$ cat src/rtl/mic_volume_meter.sv
// mic_volume_meter: turns raw 12-bit microphone samples into a smoothed
// 0..MAX_LEVEL volume level. Each window of WINDOW_SAMPLES valid samples
// tracks the peak deviation from mid-scale. At the end of the window that
// peak is quantised to a level. The level rises at once and falls by one
// step per window.
module mic_volume_meter #(
   parameter int WINDOW_SAMPLES = 4000,
   parameter int MID_SCALE      = 2048,
   parameter int NOISE_FLOOR    = 64,
   parameter int LEVEL_SHIFT    = 7,
   parameter int MAX_LEVEL      = 16
) (
   input  logic        clk,
   input  logic        rst,
   input  logic        sample_valid,
   input  logic [11:0] mic_in,
   output logic [4:0]  volume,
   output logic [10:0] peak,
   output logic        window_done
);

   localparam logic [11:0] MID   = 12'(MID_SCALE);
   localparam logic [15:0] LAST  = 16'(WINDOW_SAMPLES - 1);
   localparam logic [10:0] FLOOR = 11'(NOISE_FLOOR);
   localparam logic [11:0] MAXL  = 12'(MAX_LEVEL);

   logic [10:0] run_peak_q, run_peak_d;
   logic [15:0] cnt_q, cnt_d;
   logic [4:0]  volume_q, volume_d;
   logic [10:0] peak_q, peak_d;
   logic        done_q, done_d;

   logic [11:0] diff;
   logic [10:0] mag;
   logic [10:0] final_pk;
   logic [10:0] above;
   logic [10:0] shifted;
   logic [11:0] lvl_raw;
   logic [4:0]  new_level;
   logic        close;

   // Per-sample magnitude, saturated to 11 bits, and the level that the window would produce if it closed now.
   always_comb begin
      diff     = (mic_in >= MID) ? (mic_in - MID) : (MID - mic_in);
      mag      = diff[11] ? 11'h7FF : diff[10:0];
      final_pk = (mag > run_peak_q) ? mag : run_peak_q;
      above    = final_pk - FLOOR;
      shifted  = above >> LEVEL_SHIFT;
      lvl_raw  = {1'b0, shifted} + 12'd1;
      if (final_pk < FLOOR)
         new_level = 5'd0;
      else if (lvl_raw > MAXL)
         new_level = MAXL[4:0];
      else
         new_level = lvl_raw[4:0];
      close = sample_valid && (cnt_q == LAST);
   end

   // Next-state: accumulate the running peak, then at window close publish the peak and apply attack/release.
   always_comb begin
      run_peak_d = run_peak_q;
      cnt_d      = cnt_q;
      volume_d   = volume_q;
      peak_d     = peak_q;
      done_d     = 1'b0;
      if (close) begin
         run_peak_d = 11'd0;
         cnt_d      = 16'd0;
         peak_d     = final_pk;
         done_d     = 1'b1;
         if (new_level >= volume_q)
            volume_d = new_level;
         else
            volume_d = volume_q - 5'd1;
      end else if (sample_valid) begin
         run_peak_d = final_pk;
         cnt_d      = cnt_q + 16'd1;
      end
   end

   // State registers; reset wins over any sample in the same cycle.
   always_ff @(posedge clk) begin
      if (rst) begin
         run_peak_q <= 11'd0;
         cnt_q      <= 16'd0;
         volume_q   <= 5'd0;
         peak_q     <= 11'd0;
         done_q     <= 1'b0;
      end else begin
         run_peak_q <= run_peak_d;
         cnt_q      <= cnt_d;
         volume_q   <= volume_d;
         peak_q     <= peak_d;
         done_q     <= done_d;
      end
   end

   assign volume      = volume_q;
   assign peak        = peak_q;
   assign window_done = done_q;

endmodule

$ cat config.mk
export PLATFORM = sky130hd
export DESIGN_NAME = mic_volume_meter
export DESIGN_NICKNAME = d
export VERILOG_FILES = /design/src/rtl/mic_volume_meter.sv
export SDC_FILE = /design/constraint.sdc
export NUM_CORES = 1
export LEC_CHECK = 0
export CORE_ASPECT_RATIO = 1.4
export CORE_MARGIN = 3
export CORE_UTILIZATION = 43
export DETAILED_ROUTE_END_ITERATION = 10
export DONT_BUFFER_PORTS = 1
export PLACE_DENSITY = 0.58
export SETUP_SLACK_MARGIN = 0.4
export SYNTH_ARGS = -nofsm -noshare
export SYNTH_HDL_FRONTEND = slang
export SYNTH_SLANG_ARGS = --single-unit
$ cat constraint.sdc
create_clock -name clk -period 17 [get_ports clk]
set_input_delay 2.55 -clock clk [delete_from_list [all_inputs] [get_ports clk]]
set_output_delay 2.55 -clock clk [all_outputs]
set_load 0.05 [all_outputs]
## Word level (Yosys, flattened, before mapping)

Index checks and enable logic that the tools add are counted.

- Flip-flop bits (word level): 44
- Input bits: 15
- Output and inout bits: 17
- Word-level logic and storage cells: 26

- Add/sub/neg operators: 6
- Order comparisons: 5
- Equality and inequality tests: 1
- Multiplexer cells: 7
- Reduce and logical (&&, ||, !) cells: 2

Operators by type and width:

| kind | count |
|---|---|
| 11-bit two-way mux | 2 |
| 16-bit by 1-bit adder with 16-bit output (second input constant) | 1 |
| 16-bit by 12-bit == test with 1-bit output (second input constant) | 1 |
| 5-bit two-way mux | 3 |
| 12-bit >= comparator (second input constant) | 1 |
| 12-bit two-way mux | 1 |
| 12-bit subtractor (first input constant) | 1 |
| 12-bit subtractor (second input constant) | 1 |
| 11-bit > comparator | 1 |
| 11-bit by 7-bit less-than comparator with 1-bit output (second input constant) | 1 |
| 11-bit by 7-bit subtractor with 11-bit output (second input constant) | 1 |
| 4-bit by 1-bit adder with 5-bit output (second input constant) | 1 |
| 5-bit >= comparator | 1 |
| 5-bit > comparator (second input constant) | 1 |
| 5-bit by 1-bit subtractor with 5-bit output (second input constant) | 1 |
| 2-bit OR reduction | 1 |
| 1-bit logical AND | 1 |
| 1-bit two-way mux | 1 |

## Longest topological paths before layout

- Word-level depth: 12
- Depth in mapped cells: 29
- Mapped depth without buffers: 28

## Worst setup path before layout

No wires, ideal clock.

- Kind: in2reg
- From: input mic_in[1]
- To: register volume_q[3] (netlist: volume[3])
- Setup time: 0.087 ns
- Data arrival time: 7.860 ns
- Required time: 16.913 ns
- Path slack: 9.053 ns
- Stages on the path: 29
- Path buffers: 1
- Path through: inv_1 -> ha_1 -> or4b_4 -> nor3b_2 -> a211o_1 -> nand2_1 -> ha_1 -> nand2_1 -> o21ai_1 -> o21ai_1 -> nor2_1 -> clkbuf_1 -> mux2i_1 -> ha_1 -> xnor2_1 -> ha_1 -> nand2_1 -> or2_2 -> nand2_1 -> ha_1 -> nand2b_1 -> a21o_1 -> a21o_1 -> a21oi_1 -> nor2_1 -> nor2_1 -> a22oi_1 -> or2_2 -> o31ai_1

- Longest elaborated chain between the ends: 12
- Elaborated cells on any way between the ends: 15
- Those cells by class: 4 x add/sub; 5 x order compare; 6 x mux

Ends and longest elaborated chain:

| item | line | RTL |
|---|---|---|
| from (decl) | 16 | `input logic [11:0] mic_in,` |
| 12-bit subtractor / 12-bit >= comparator (equally long branches) | 44 | `diff = (mic_in >= MID) ? (mic_in - MID) : (MID - mic_in);` |
| 12-bit two-way mux * | 44 |  |
| 11-bit two-way mux * | 45 | `mag = diff[11] ? 11'h7FF : diff[10:0];` |
| 11-bit > comparator | 46 | `final_pk = (mag > run_peak_q) ? mag : run_peak_q;` |
| 11-bit two-way mux * | 46 |  |
| 11-bit by 7-bit subtractor with 11-bit output | 47 | `above = final_pk - FLOOR;` |
| 4-bit by 1-bit adder with 5-bit output | 49 | `lvl_raw = {1'b0, shifted} + 12'd1;` |
| 5-bit > comparator | 52 | `else if (lvl_raw > MAXL)` |
| 5-bit two-way mux | 52 |  |
| 5-bit two-way mux * | 50 | `if (final_pk < FLOOR)` |
| 5-bit >= comparator | 71 | `if (new_level >= volume_q)` |
| 5-bit two-way mux * | 71 |  |
| to (signal assigned) | 92 | `volume_q <= volume_d;` |
| to (decl) | 29 | `logic [4:0] volume_q, volume_d;` |

Mark *: on every way between the ends. The rest lies on a longest branch, timed or not.
A chain may end at the register's enable or synchronous reset.

## Worst setup path in the final report

Ends and elaborated chain as after synthesis.

==> out/results.ini <==
[power_and_ir_drop]
p_sw_uw=107
swShare=0.353
p_per_area_mw_per_mm2=97.0
p_leak_nw=1.20
intPower_uw=196
pwr-share-seq=0.363
share_comb_of_total_power=0.373
ir_drop_v=0.0000609
p_clk_frac=0.264

[critical_path]
worst_ep_required_time_ps=17220
start_kind=input port
criticalPathCategory=input port to flip-flop
cp.arrival_ps=8290
r2r-start=run_peak_q[8]
cp_max_fo=8
end_kind=flip-flop
r2r_slack_ps=11850
r2r_cells=23
rr_endpoint=volume[3]

[grt]
use_met1=0.205
grt_pass1_wl_um=11700
grt_pass1_vias=2516
use_met3=0.0355
use_met2=0.327
grt_use_total=0.178
grt_most_used_layer=met2
grt-ovfl-total=0
antenna_found_initial=0
grt_max_degree=28

[synth]
synth.cell_area_mm2=0.00295
synth_top_cell_area_share=0.299
syn_nets=412
syn_avg_cell_area_um2=7.83
synth_edf_count=0
synth_cell_types=55
synth.area.top_cells=dfxtp_1 (30%), nor2_1 (9.0%), ha_1 (8.9%), a21oi_1 (5.3%), mux2i_1 (4.8%)
ys_ff_latch=44
synth-seq-area-share=0.299
synthCells=376
synthFlopType=dfxtp_1
yosys_warnings=0
synth_area_leader_cell=dfxtp_1
ys_async_sr_fraction=0

[clock_network]
cts_made_buffers=5
clkLatencyLatePin_ps=300
cts_tree=yes
root_buffer=clkbuf_8
cts_sinks=44
cts_buffer_depth=2
ctsResizeCount=0
h-tree-depth=2
post_cts_buffers=0
ctsHoldBuffers=0
clk_pin_slew_ps=80

[floorplan]
rows=35
start_util=0.445
core_mm2=0.00661
die_w_um=75.9
die_area_mm2=0.00789
die_h_um=104
io_pins=32

[timing]
worst_pin_slew_ps=1050
final_hold_viol_count=0
drv_slew=0
period_share=0.475
min_period_ps=8070
finalSetupViolCount=0
fmax_ghz=0.124
rsz0062_at_grt=false
clock_skew_ps=5.46
setup_tns_ps=0
slew_headroom=0.298
worst_slack_ps=8930

[final_layout]
nets=407
drive_above_1_share=0.0726
syn_to_final_growth_pct=6.16
antenna_cells=0
fillerInstances=681
postLayoutCoreUtil=0.473
final_cells=464

[place]
port_buffers=0
dpl.cell_count=456
place.gp.congestion=0.903
place_hpwl_um=5220
pre_cts_slack_ps=8650

[routing]
drtPass1Iterations=4
drc_errors=0
wire_per_inst_um=14.4
via_count=2538
drt_iter0_drc=78
final_antenna_net_count=0
drt_wl_total_um=6700
vias_per_cell=5.47

[worst_hold_path]
min_from=run_peak_q[10]
worstHoldEndpoint=run_peak_q[10]
min_path_type=flip-flop to flip-flop
min_path_cells=2

[outcome]
outcome=finished, final reports clean

[job]
cap_violations=0

## power by group through the flow
stage                     Combinational [mW]  Sequential [mW]  Clock [mW]
after floorplan                       0.0923            0.111           0
after global placement                 0.112            0.113           0
after detailed placement               0.114            0.112           0
after CTS                              0.114            0.110      0.0818
after global routing                   0.131            0.111      0.0850
final                                  0.113            0.110      0.0800
## sequential cells by signal, indices dropped and copies added (netlist names)
name and count:
peak 11, run_peak_q 11, cnt_q 16, window_done 1, volume 5
## critical path, stage by stage
cell and delay [ps]:
inv_1 50, ha_1 190, or4b_4 490, nor3b_2 220, a211o_1 140, nand2_1 80
ha_1 320, a21oi_1 180, o21ai_1 140, nor4_2 630, nor2_1 200, mux2i_1 320
ha_1 320, xnor2_1 140, ha_1 210, nand2_1 120, or2_2 320, nand2_1 60
ha_1 210, nand2b_1 130, a21o_1 170, a21o_1 160, a21oi_1 180, nor2_1 60
nor2_1 210, a22oi_1 100, or2_2 310, o31ai_1 60
## cell families (layout without fill, tap and decap cells)
family	Yosys count	count (layout)	synth area share
buf+inv	38	34	0.0484
flops	44	44	0.299
fa+ha+maj	21	21	0.0892
compound gates	87	87	0.191
xor+xnor	19	19	0.0565
simple gates	151	151	0.260
mux	16	16	0.0561
## cell type report
type | instances | area (um2) | share of cell area
repair buffers | 1 | 7.51 | 0.00240
multi-input cells | 294 | 1920 | 0.615
flip-flops and latches | 44 | 881 | 0.282
clock buffers | 6 | 72.6 | 0.0232
clock inverters | 2 | 35.0 | 0.0112
inverters | 25 | 93.8 | 0.0300
well taps | 92 | 115 | 0.0368
## per-layer routing
layer	vias up	share of wire
li1	1326	-
met1	1153	0.43
met2	48	0.52
met3	11	0.035
met4	0	0.021
met5	-	0
## stage by stage
stage	cell area [um2]	power [mW]	hold slack, ps
after detailed placement	3020	0.226	504
after floorplan	2950	0.204	472
after global routing	3130	0.327	548
after global placement	3020	0.224	487
after CTS	3130	0.306	521
final	3130	0.303	515
## placed cells by master (no fill, tap or decap), drive strengths merged, types with 2 or more instances in the layout
cell    count
nor2       71
dfxtp      44
a21oi      31
inv        25
nand2      22
o21ai      22
ha         21
mux2i      15
nand4      11
xor2       10
xnor2       9
a211oi      7
or3         7
and3        7
clkbuf      6
nor4        6
nand3       5
nor3        5
a31oi       4
and2        3
o31ai       3
a21o        3
a311oi      3
nor3b       3
or2         3
a41o        2
a22oi       2
nand2b      2
nor4b       2
a211o       2
## how the worst max path moves through the flow
stage              start   endpoint  cells past startpoint
2_1_floorplan  mic_in[1]  volume[3]                     29
3_3_place_gp   mic_in[1]  volume[3]                     28
5_1_grt        mic_in[1]  volume[3]                     27
3_5_place_dp   mic_in[1]  volume[3]                     28
6_report       mic_in[1]  volume[3]                     28
4_1_cts        mic_in[1]  volume[3]                     28
## cell usage after synthesis (5+ instances only)
| cell type | number |
|---|---|
| ha_1 | 21 |
| a21oi_1 | 31 |
| nand4_1 | 10 |
| or3_1 | 7 |
| and3_1 | 7 |
| inv_1 | 25 |
| mux2i_1 | 14 |
| nand3_1 | 5 |
| nand2_1 | 22 |
| xnor2_1 | 9 |
| o21ai_0 | 20 |
| a211oi_1 | 7 |
| xor2_1 | 10 |
| dfxtp_1 | 44 |
| clkbuf_1 | 12 |
| nor2_1 | 71 |
Power figures use the tool's default switching activity.
